File: config.mk
export PLATFORM = sky130hd
export DESIGN_NAME = sa_voice_addr_gen_flat
export DESIGN_NICKNAME = d
export VERILOG_FILES = /design/src/rtl/sa_voice_addr_gen_pkg.sv /design/src/rtl/sa_voice_addr_gen_if.sv /design/src/rtl/sa_voice_state_ram.sv /design/src/rtl/sa_voice_addr_gen.sv /design/src/flat_wrapper.sv
export SDC_FILE = /design/constraint.sdc
export NUM_CORES = 2
export LEC_CHECK = 0
export ABC_AREA = 1
export ABC_CLOCK_PERIOD_IN_PS = 8300
export BUFFER_PORTS_ARGS = -buffer_cell sky130_fd_sc_hd__clkbuf_2
export CAP_MARGIN = 20
export CELL_PAD_IN_SITES_DETAIL_PLACEMENT = 0
export CELL_PAD_IN_SITES_GLOBAL_PLACEMENT = 1
export CORE_UTILIZATION = 47
export DETAILED_ROUTE_END_ITERATION = 8
export MAX_ROUTING_LAYER = met4
export PLACE_DENSITY = 0.82
export SLEW_MARGIN = 30
export SYNTH_ARGS = -nofsm -noshare
export SYNTH_HDL_FRONTEND = slang
export SYNTH_HIERARCHICAL = 1
export SYNTH_SLANG_ARGS = --single-unit
export TNS_END_PERCENT = 50
File: constraint.sdc
create_clock -name CK -period 8.3 [get_ports CK]
set_clock_uncertainty 0.2 [all_clocks]
set_input_delay 0.83 -clock CK [delete_from_list [all_inputs] [get_ports CK]]
set_output_delay 0.83 -clock CK [all_outputs]
set_load 0.05 [all_outputs]
File: src/rtl/sa_voice_addr_gen_pkg.sv
// Shared widths, CPU register encodings and the per-voice state record
// for the time-multiplexed sample address generator.
package sa_voice_pkg;

   localparam int NVOICES = 16;
   localparam int ADDR_W  = 20;
   localparam int FRAC_W  = 10;
   localparam int PITCH_W = 14;
   localparam int VOICE_W = $clog2(NVOICES);
   localparam int ACC_W   = ADDR_W + FRAC_W;

   localparam logic [1:0] REG_PITCH = 2'd0;
   localparam logic [1:0] REG_START = 2'd1;
   localparam logic [1:0] REG_END   = 2'd2;
   localparam logic [1:0] REG_LOOP  = 2'd3;

   typedef struct packed {
      logic [PITCH_W-1:0] pitch;
      logic [ADDR_W-1:0]  start_addr;
      logic [ADDR_W-1:0]  end_addr;
      logic [ADDR_W-1:0]  loop_addr;
      logic [ACC_W-1:0]   acc;
      logic               active;
   } voice_state_t;

   // Integer sample address placed in the fixed-point domain, one carry bit wide.
   function automatic logic [ACC_W:0] to_fixed(input logic [ADDR_W-1:0] a);
      return {1'b0, a, {FRAC_W{1'b0}}};
   endfunction

endpackage

File: src/rtl/sa_voice_addr_gen_if.sv
// CPU control and ROM address bus of the voice address generator.
interface sa_voice_addr_gen_if;
   import sa_voice_pkg::*;

   logic               cpu_we;
   logic [VOICE_W-1:0] cpu_voice;
   logic [1:0]         cpu_reg;
   logic [ADDR_W-1:0]  cpu_data;
   logic               key_on;
   logic               key_off;
   logic [VOICE_W-1:0] slot;
   logic               frame_start;
   logic [ADDR_W-1:0]  rom_addr;
   logic [FRAC_W-1:0]  rom_frac;
   logic               addr_valid;

   modport master (
      output cpu_we, cpu_voice, cpu_reg, cpu_data, key_on, key_off,
      input  slot, frame_start, rom_addr, rom_frac, addr_valid
   );

   modport slave (
      input  cpu_we, cpu_voice, cpu_reg, cpu_data, key_on, key_off,
      output slot, frame_start, rom_addr, rom_frac, addr_valid
   );

endinterface

File: src/rtl/sa_voice_state_ram.sv
// Per-voice state register file: async read of the serviced slot, an accumulator
// update port and a CPU field/key port merged as key_on > key_off > update.
module sa_voice_state_ram
   import sa_voice_pkg::*;
(
   input  logic               clk,
   input  logic               rst_n,
   input  logic [VOICE_W-1:0] rd_idx,
   output voice_state_t       rd_data,
   input  logic               upd_we,
   input  logic [VOICE_W-1:0] upd_idx,
   input  logic [ACC_W-1:0]   upd_acc,
   input  logic               upd_active,
   input  logic               cpu_we,
   input  logic [VOICE_W-1:0] cpu_idx,
   input  logic [1:0]         cpu_reg,
   input  logic [ADDR_W-1:0]  cpu_data,
   input  logic               key_on,
   input  logic               key_off
);

   voice_state_t mem_r [NVOICES];
   voice_state_t nxt_s [NVOICES];

   assign rd_data = mem_r[rd_idx];

   // Next state of every entry; key_on restarts from the stored (pre-write) start.
   always_comb begin
      for (int i = 0; i < NVOICES; i++) begin
         nxt_s[i] = mem_r[i];
         if (key_on && (cpu_idx == VOICE_W'(i))) begin
            nxt_s[i].acc    = {mem_r[i].start_addr, {FRAC_W{1'b0}}};
            nxt_s[i].active = 1'b1;
         end else if (key_off && (cpu_idx == VOICE_W'(i))) begin
            nxt_s[i].active = 1'b0;
         end else if (upd_we && (upd_idx == VOICE_W'(i))) begin
            nxt_s[i].acc    = upd_acc;
            nxt_s[i].active = upd_active;
         end else begin
            nxt_s[i].acc    = mem_r[i].acc;
         end
         if (cpu_we && (cpu_idx == VOICE_W'(i))) begin
            case (cpu_reg)
               REG_PITCH: nxt_s[i].pitch      = cpu_data[PITCH_W-1:0];
               REG_START: nxt_s[i].start_addr = cpu_data;
               REG_END:   nxt_s[i].end_addr   = cpu_data;
               REG_LOOP:  nxt_s[i].loop_addr  = cpu_data;
               default:   nxt_s[i].pitch      = mem_r[i].pitch;
            endcase
         end else begin
            nxt_s[i].pitch = mem_r[i].pitch;
         end
      end
   end

   // Storage for all voice slots.
   always_ff @(posedge clk or negedge rst_n) begin
      if (!rst_n) begin
         for (int i = 0; i < NVOICES; i++) begin
            mem_r[i] <= '0;
         end
      end else begin
         for (int i = 0; i < NVOICES; i++) begin
            mem_r[i] <= nxt_s[i];
         end
      end
   end

endmodule

File: src/rtl/sa_voice_addr_gen.sv
// Time-multiplexed per-voice sample address generator: one voice slot per clock,
// pitch accumulate with end/loop wrap, registered ROM address and fraction.
module sa_voice_addr_gen
   import sa_voice_pkg::*;
(
   input  logic               CK,
   input  logic               nCL,
   sa_voice_addr_gen_if.slave bus
);

   logic [VOICE_W-1:0] cnt_r;
   voice_state_t       cur_s;
   logic [ACC_W:0]     sum_s;
   logic [ACC_W:0]     end_fx_s;
   logic [ACC_W:0]     loop_fx_s;
   logic [ACC_W:0]     wrap_s;
   logic [ACC_W-1:0]   acc_nxt_s;
   logic               act_nxt_s;

   logic [VOICE_W-1:0] slot_r;
   logic               frame_start_r;
   logic [ADDR_W-1:0]  rom_addr_r;
   logic [FRAC_W-1:0]  rom_frac_r;
   logic               addr_valid_r;

   sa_voice_state_ram u_state (
      .clk        (CK),
      .rst_n      (nCL),
      .rd_idx     (cnt_r),
      .rd_data    (cur_s),
      .upd_we     (cur_s.active),
      .upd_idx    (cnt_r),
      .upd_acc    (acc_nxt_s),
      .upd_active (act_nxt_s),
      .cpu_we     (bus.cpu_we),
      .cpu_idx    (bus.cpu_voice),
      .cpu_reg    (bus.cpu_reg),
      .cpu_data   (bus.cpu_data),
      .key_on     (bus.key_on),
      .key_off    (bus.key_off)
   );

   // Accumulate with carry kept; clamp to loop when one wrap cannot get below end.
   always_comb begin
      sum_s     = {1'b0, cur_s.acc} + {{(ACC_W+1-PITCH_W){1'b0}}, cur_s.pitch};
      end_fx_s  = to_fixed(cur_s.end_addr);
      loop_fx_s = to_fixed(cur_s.loop_addr);
      wrap_s    = sum_s - to_fixed(cur_s.end_addr - cur_s.loop_addr);
      acc_nxt_s = sum_s[ACC_W-1:0];
      act_nxt_s = 1'b1;
      if (sum_s >= end_fx_s) begin
         if (cur_s.loop_addr == cur_s.end_addr) begin
            acc_nxt_s = end_fx_s[ACC_W-1:0];
            act_nxt_s = 1'b0;
         end else if (wrap_s >= end_fx_s) begin
            acc_nxt_s = loop_fx_s[ACC_W-1:0];
         end else begin
            acc_nxt_s = wrap_s[ACC_W-1:0];
         end
      end else begin
         acc_nxt_s = sum_s[ACC_W-1:0];
      end
   end

   // Slot counter and output registers; outputs carry the pre-add accumulator.
   always_ff @(posedge CK or negedge nCL) begin
      if (!nCL) begin
         cnt_r         <= '0;
         slot_r        <= '0;
         frame_start_r <= 1'b0;
         rom_addr_r    <= '0;
         rom_frac_r    <= '0;
         addr_valid_r  <= 1'b0;
      end else begin
         cnt_r         <= cnt_r + VOICE_W'(1);
         slot_r        <= cnt_r;
         frame_start_r <= (cnt_r == '0);
         rom_addr_r    <= cur_s.acc[ACC_W-1:FRAC_W];
         rom_frac_r    <= cur_s.acc[FRAC_W-1:0];
         addr_valid_r  <= cur_s.active;
      end
   end

   assign bus.slot        = slot_r;
   assign bus.frame_start = frame_start_r;
   assign bus.rom_addr    = rom_addr_r;
   assign bus.rom_frac    = rom_frac_r;
   assign bus.addr_valid  = addr_valid_r;

endmodule

File: src/flat_wrapper.sv
// flat-port wrapper written by rule: the top's interface ports become plain ports
module sa_voice_addr_gen_flat import sa_voice_pkg::*;
  (CK, nCL, bus_cpu_we, bus_cpu_voice, bus_cpu_reg, bus_cpu_data, bus_key_on, bus_key_off, bus_slot, bus_frame_start, bus_rom_addr, bus_rom_frac, bus_addr_valid);
  sa_voice_addr_gen_if bus_i ();
  input  logic CK;
  input  logic nCL;
  input wire logic [$bits(bus_i.cpu_we)-1:0] bus_cpu_we;
  input wire logic [$bits(bus_i.cpu_voice)-1:0] bus_cpu_voice;
  input wire logic [$bits(bus_i.cpu_reg)-1:0] bus_cpu_reg;
  input wire logic [$bits(bus_i.cpu_data)-1:0] bus_cpu_data;
  input wire logic [$bits(bus_i.key_on)-1:0] bus_key_on;
  input wire logic [$bits(bus_i.key_off)-1:0] bus_key_off;
  output wire logic [$bits(bus_i.slot)-1:0] bus_slot;
  output wire logic [$bits(bus_i.frame_start)-1:0] bus_frame_start;
  output wire logic [$bits(bus_i.rom_addr)-1:0] bus_rom_addr;
  output wire logic [$bits(bus_i.rom_frac)-1:0] bus_rom_frac;
  output wire logic [$bits(bus_i.addr_valid)-1:0] bus_addr_valid;
  assign bus_i.cpu_we = bus_cpu_we;
  assign bus_i.cpu_voice = bus_cpu_voice;
  assign bus_i.cpu_reg = bus_cpu_reg;
  assign bus_i.cpu_data = bus_cpu_data;
  assign bus_i.key_on = bus_key_on;
  assign bus_i.key_off = bus_key_off;
  assign bus_slot = bus_i.slot;
  assign bus_frame_start = bus_i.frame_start;
  assign bus_rom_addr = bus_i.rom_addr;
  assign bus_rom_frac = bus_i.rom_frac;
  assign bus_addr_valid = bus_i.addr_valid;
  sa_voice_addr_gen u_core (.CK(CK), .nCL(nCL), .bus(bus_i));
endmodule
## Word level (Yosys, flattened, before mapping)

Index checks and enable logic that the tools add are counted.

- Bits in registers: 1720
- Input port bits: 31
- Output and inout port bits: 36
- Word-level logic and storage cells: 427

- Add/subtract/negate cells: 4
- Order comparisons: 3
- Equality and inequality tests: 50
- Mux-type cells: 88
- Bitwise operators: 1
- Reduce and logical (&&, ||, !) cells: 179

Operators by type and width:

| cell | number |
|---|---|
| $mux W30 | 35 |
| $mux W31 | 16 |
| $bmux W105 S4 | 1 |
| $mux W105 | 2 |
| $reduce_and A2 Y1 | 80 |
| $eq A4 B4 Y1 const B | 16 |
| $logic_and A1 B1 Y1 | 64 |
| $ge A31 B30 Y1 | 2 |
| $reduce_bool A3 Y1 | 16 |
| $mux W1 | 34 |
| $eq A4 B3 Y1 const B | 8 |
| $ne A2 B2 Y1 const B | 16 |
| $reduce_bool A2 Y1 | 16 |
| $add A30 B14 Y31 | 1 |
| $sub A31 B30 Y31 | 1 |
| $eq A20 B20 Y1 | 1 |
| $sub A20 B20 Y20 | 1 |
| $eq A4 B2 Y1 const B | 4 |
| $eq A4 B1 Y1 const B | 2 |
| $logic_not A4 Y1 | 2 |
| $ge A5 B5 Y1 const B | 1 |
| $not A4 Y5 | 1 |
| $add A4 B1 Y4 const B | 1 |
| $eq A2 B2 Y1 const B | 2 |
| other kinds (2) | 2 |

## Logic depth before layout (Yosys ltp)

- Word-level depth: 13
- Mapped depth: 56
- Gate-level depth less buffers: 50

## By module

Netlist, hierarchy kept.

By module, submodules not included:

| module | times used | cells each | area each (sq um) | seq. area each (sq um) |
|---|---|---|---|---|
| sa_voice_state_ram | 1 | 12354 | 86227.7 | 42040.3 |
| sa_voice_addr_gen | 1 | 1070 | 6730.2 | 1001.0 |

## Worst setup path after synthesis

No wires, ideal clock.

- Kind: register to register
- Start point: register u_core.cnt_r[0]
- End point: register u_core/u_state/mem_r[1390] (netlist bit)
- Library setup time: 66 ps
- Arrival time: 7124 ps
- Required time: 8034 ps
- Slack: 910 ps
- Stages on the path, launching flop included: 54
- Path buffers: 7
- Clock period less this slack: 7390 ps
- Path through: dfrtp_1 > buf_2 > buf_2 > clkbuf_1 > clkbuf_1 > nand2_1 > nand3_1 > nand3_1 > nand3_1 > nand2_1 > ha_1 > a21oi_1 > nand2_1 > nand2_1 > nand2_1 > a31o_2 > xnor2_1 > inv_1 > [18 not listed] > nor4_1 > nand3_1 > nor3_1 > nand3_1 > o21bai_1 > a21oi_2 > nand3_4 > buf_6 > nand2_1 > nand3_1 > nand2_1 > inv_1 > buf_1 > clkbuf_1 > nand2_1 > nand2_1 > nand2_1 > nand2_1

RTL lines:

| element | line | text |
|---|---|---|
| start: declaration | sa_voice_addr_gen.sv:11 | `logic [VOICE_W-1:0] cnt_r;` |
| start signal: assignment | sa_voice_addr_gen.sv:75 | `cnt_r <= cnt_r + VOICE_W'(1);` |
| end signal: indexed assignment | sa_voice_state_ram.sv:64 | `mem_r[i] <= nxt_s[i];` |
| end: declaration | sa_voice_state_ram.sv:22 | `voice_state_t mem_r [NVOICES];` |

==> metrics.md <==
| Metric | Value |
|---|---|
| Status | finished, final reports clean |
| CP Capture Type | flop |
| Synthesized net count | 12716 |
| Data required, critical path | 8850 ps |
| Clock period minus final worst setup slack | 7910 ps |
| I/O Pins | 67 |
| Reg-to-reg slack, setup | roughly 390 ps |
| DP HPWL | 211000 µm |
| Worst ir drop on vdd | roughly 0.4 mV |
| All-layer global routing usage | 0.358 |
| Metal-1 WL | 147000 µm |
| Slew margin rel. | 0.266 |
| Core outline area | 189000 µm² |
| Syn Area/Cell | a little over 7 µm² |
| Row cnt | about 160 |
| Cell mode on critical path | nand2_1 |
| DP Worst Slack | -293 ps |
| Drt pass-1 iters | 9 |
| Min-delay worst type | in -> reg |
| Layout cells sized above 1 | 0.106 |
| Worst-path maximum fanout | 22 |
| Initial antenna violation count | 19 |
| Final setup violation count | 0 |
| Layout area overhead | 15.6% |
| Placed instance area | ~95000 µm² |
| Post-synthesis instance total | ~13000 |
| Synthesized cell area | slightly below 90000 µm² |
| Antenna-violating nets left | 0 |
| Final GP Congestion | between 0.9 and 1 |
| DR vias/cell | 5.48 |
| WL final | 341000 µm |
| Final layout net count | between 10000 and 15000 |
| Later-pin clock latency in the skew report | 870 ps |
| Clock Path Buffers | 3 |
| MaxCap Viol Count | 0 |
| Final Non-Filler Cells | roughly 15000 |
| CP startpoint kind | flop |
| Root buffer cell | clkbuf_16 |
| GR Overflow Total | 0 |
| Data arrival time of the critical path | 8460 ps |
| Final worst slack | 387 ps |
| Placed Instances | about 15000 |
| Vias in the first global route | approximately 78000 |
| Slowest cell on the critical path | dfrtp_4 |
| Final hold viol count | 0 |
| WL per Instance | between 20 and 25 µm |
| Final Util | 0.549 |
| Fin crit share | 0.953 |
| Largest net degree at the start of global routing | 158 |
| # DRC | 0 |
| Post-route cell area | slightly above 100000 µm² |
| Die Y | approximately 440 µm |
| Pwr dens | 309 nW/µm² |
| Fmax | 0.126 GHz |
| First-pass GRT wire length | 504000 µm |
| Die X-Extent | around 440 µm |
| CTS tree | yes |
| Die area | 192000 µm² |
| WL met2 | about 150000 µm |
| Setup TNS | 0 ps |
| Worst setup path class | reg -> reg |
| LEAKAGE | between 50 and 60 nW |
| Iteration-0 DRC Markers | a little under 10000 |
| Crit-path max cell delay | approximately 580 ps |
| Input/output buffers | 66 |
| Metal3 WL | roughly 27000 µm |
| Final Hold Slack | around 270 ps |
| Fin. max-slew vios | 0 |
| Via count | around 84000 |
| Clock Sinks | between 1500 and 2000 |
| Clock slew seen by the registers of the worst setup and hold paths | 60 ps |
| Initial Util | 0.475 |
| Tightest Pin Transition | approximately 1100 ps |
| Top Layer Used | met4 |
| H-tree Lvls | 4 |
| Yosys warns | 6 |
| Design Power | roughly 32 mW |
| Inserted Clock Buffers | 191 |
==> routing by layer <==
| metal | track usage | vias to the layer above |
|---|---|---|
| met1 | 0.483 | 40344 |
| met4 | 0.160 | 0 |
| met3 | 0.0568 | 650 |
| met2 | 0.532 | 3369 |
| met5 | - | - |
| li1 | - | 39171 |
==> sequential cells by signal (all words and copies together) (netlist names) <==
signal and flops:
u_core/bus.rom_addr 20, u_core/bus.rom_frac 10, u_core/bus.addr_valid 1, u_core/u_state/mem_r 1680, u_core/bus.slot 4, u_core/cnt_r 4, u_core/bus.frame_start 1
==> layout by cell type (no fill, tap or decap), drive strengths merged, types with 8 or more instances in the layout <==
| master | instances |
|---|---|
| nand2 | 5050 |
| dfrtp | 1720 |
| nand3 | 1711 |
| inv | 1399 |
| o21ai | 1351 |
| buf | 657 |
| clkbuf | 362 |
| nor2 | 142 |
| ha | 89 |
| a21oi | 56 |
| clkinv | 37 |
| xor2 | 29 |
| nand4 | 26 |
| xnor2 | 19 |
| nor3 | 15 |
| bufinv | 11 |
| nand3b | 10 |
| diode | 8 |
| o21bai | 8 |
==> critical path: cells and delay by family, from the launching register on <==
| family | cells | cell delay, ps |
|---|---|---|
| AOI/OAI and AO/OA | 10 | 1410 |
| xor gates and xnor gates | 1 | 190 |
| adders and majority gates | 3 | 860 |
| buffers and inverters | 12 | 1730 |
| DFF | 1 | 580 |
| and+or+nand+nor | 27 | 2800 |
==> power breakdown <==
group	switching [mW]	total [mW]	internal (mW)	leakage (nW)
combinational	7.68	12.4	4.70	27.4
sequential	0.884	10.9	10.0	22.8
clock	3.61	8.65	5.03	3.11
total	12.2	32.0	19.8	53.4
==> worst paths after layout <==
check,from,endpoint,cells past startpoint
min in group asynchronous,nCL,u_core/u_state/mem_r[197],2
setup reg to reg,u_core/cnt_r[0],u_core/u_state/mem_r[1598],53
hold / removal,bus_cpu_data[7],u_core/u_state/mem_r[1358],3
max in group asynchronous,nCL,u_core/u_state/mem_r[185],4
hold reg to reg,u_core/u_state/mem_r[1421],u_core/u_state/mem_r[1421],2
setup / recovery,u_core/cnt_r[0],u_core/u_state/mem_r[1598],53
==> area by class of cell <==
| class | instances | area [µm²] |
|---|---|---|
| multi-input combinational | 8540 | 38600 |
| timing repair buffer | 736 | 7090 |
| clock buffer | 284 | 5650 |
| clock inverter | 55 | 673 |
| tap | 2495 | 3120 |
| sequential | 1720 | 43100 |
| inverter | 1395 | 5290 |
| timing repair inverter | 1 | 8.76 |
| antenna | 8 | 20.0 |
| fill | 18227 | 85100 |
==> what timing repair did <==
item                                    CTS  global route
buffers inserted                          1            34
gates cloned                              0            15
endpoints found under the setup margin  475           480
pin swaps                                 0            36
hold buffers                              1             0
hold endpoints to repair                103             0
resized for setup                        14           191
(Power assumes the default switching activity.)
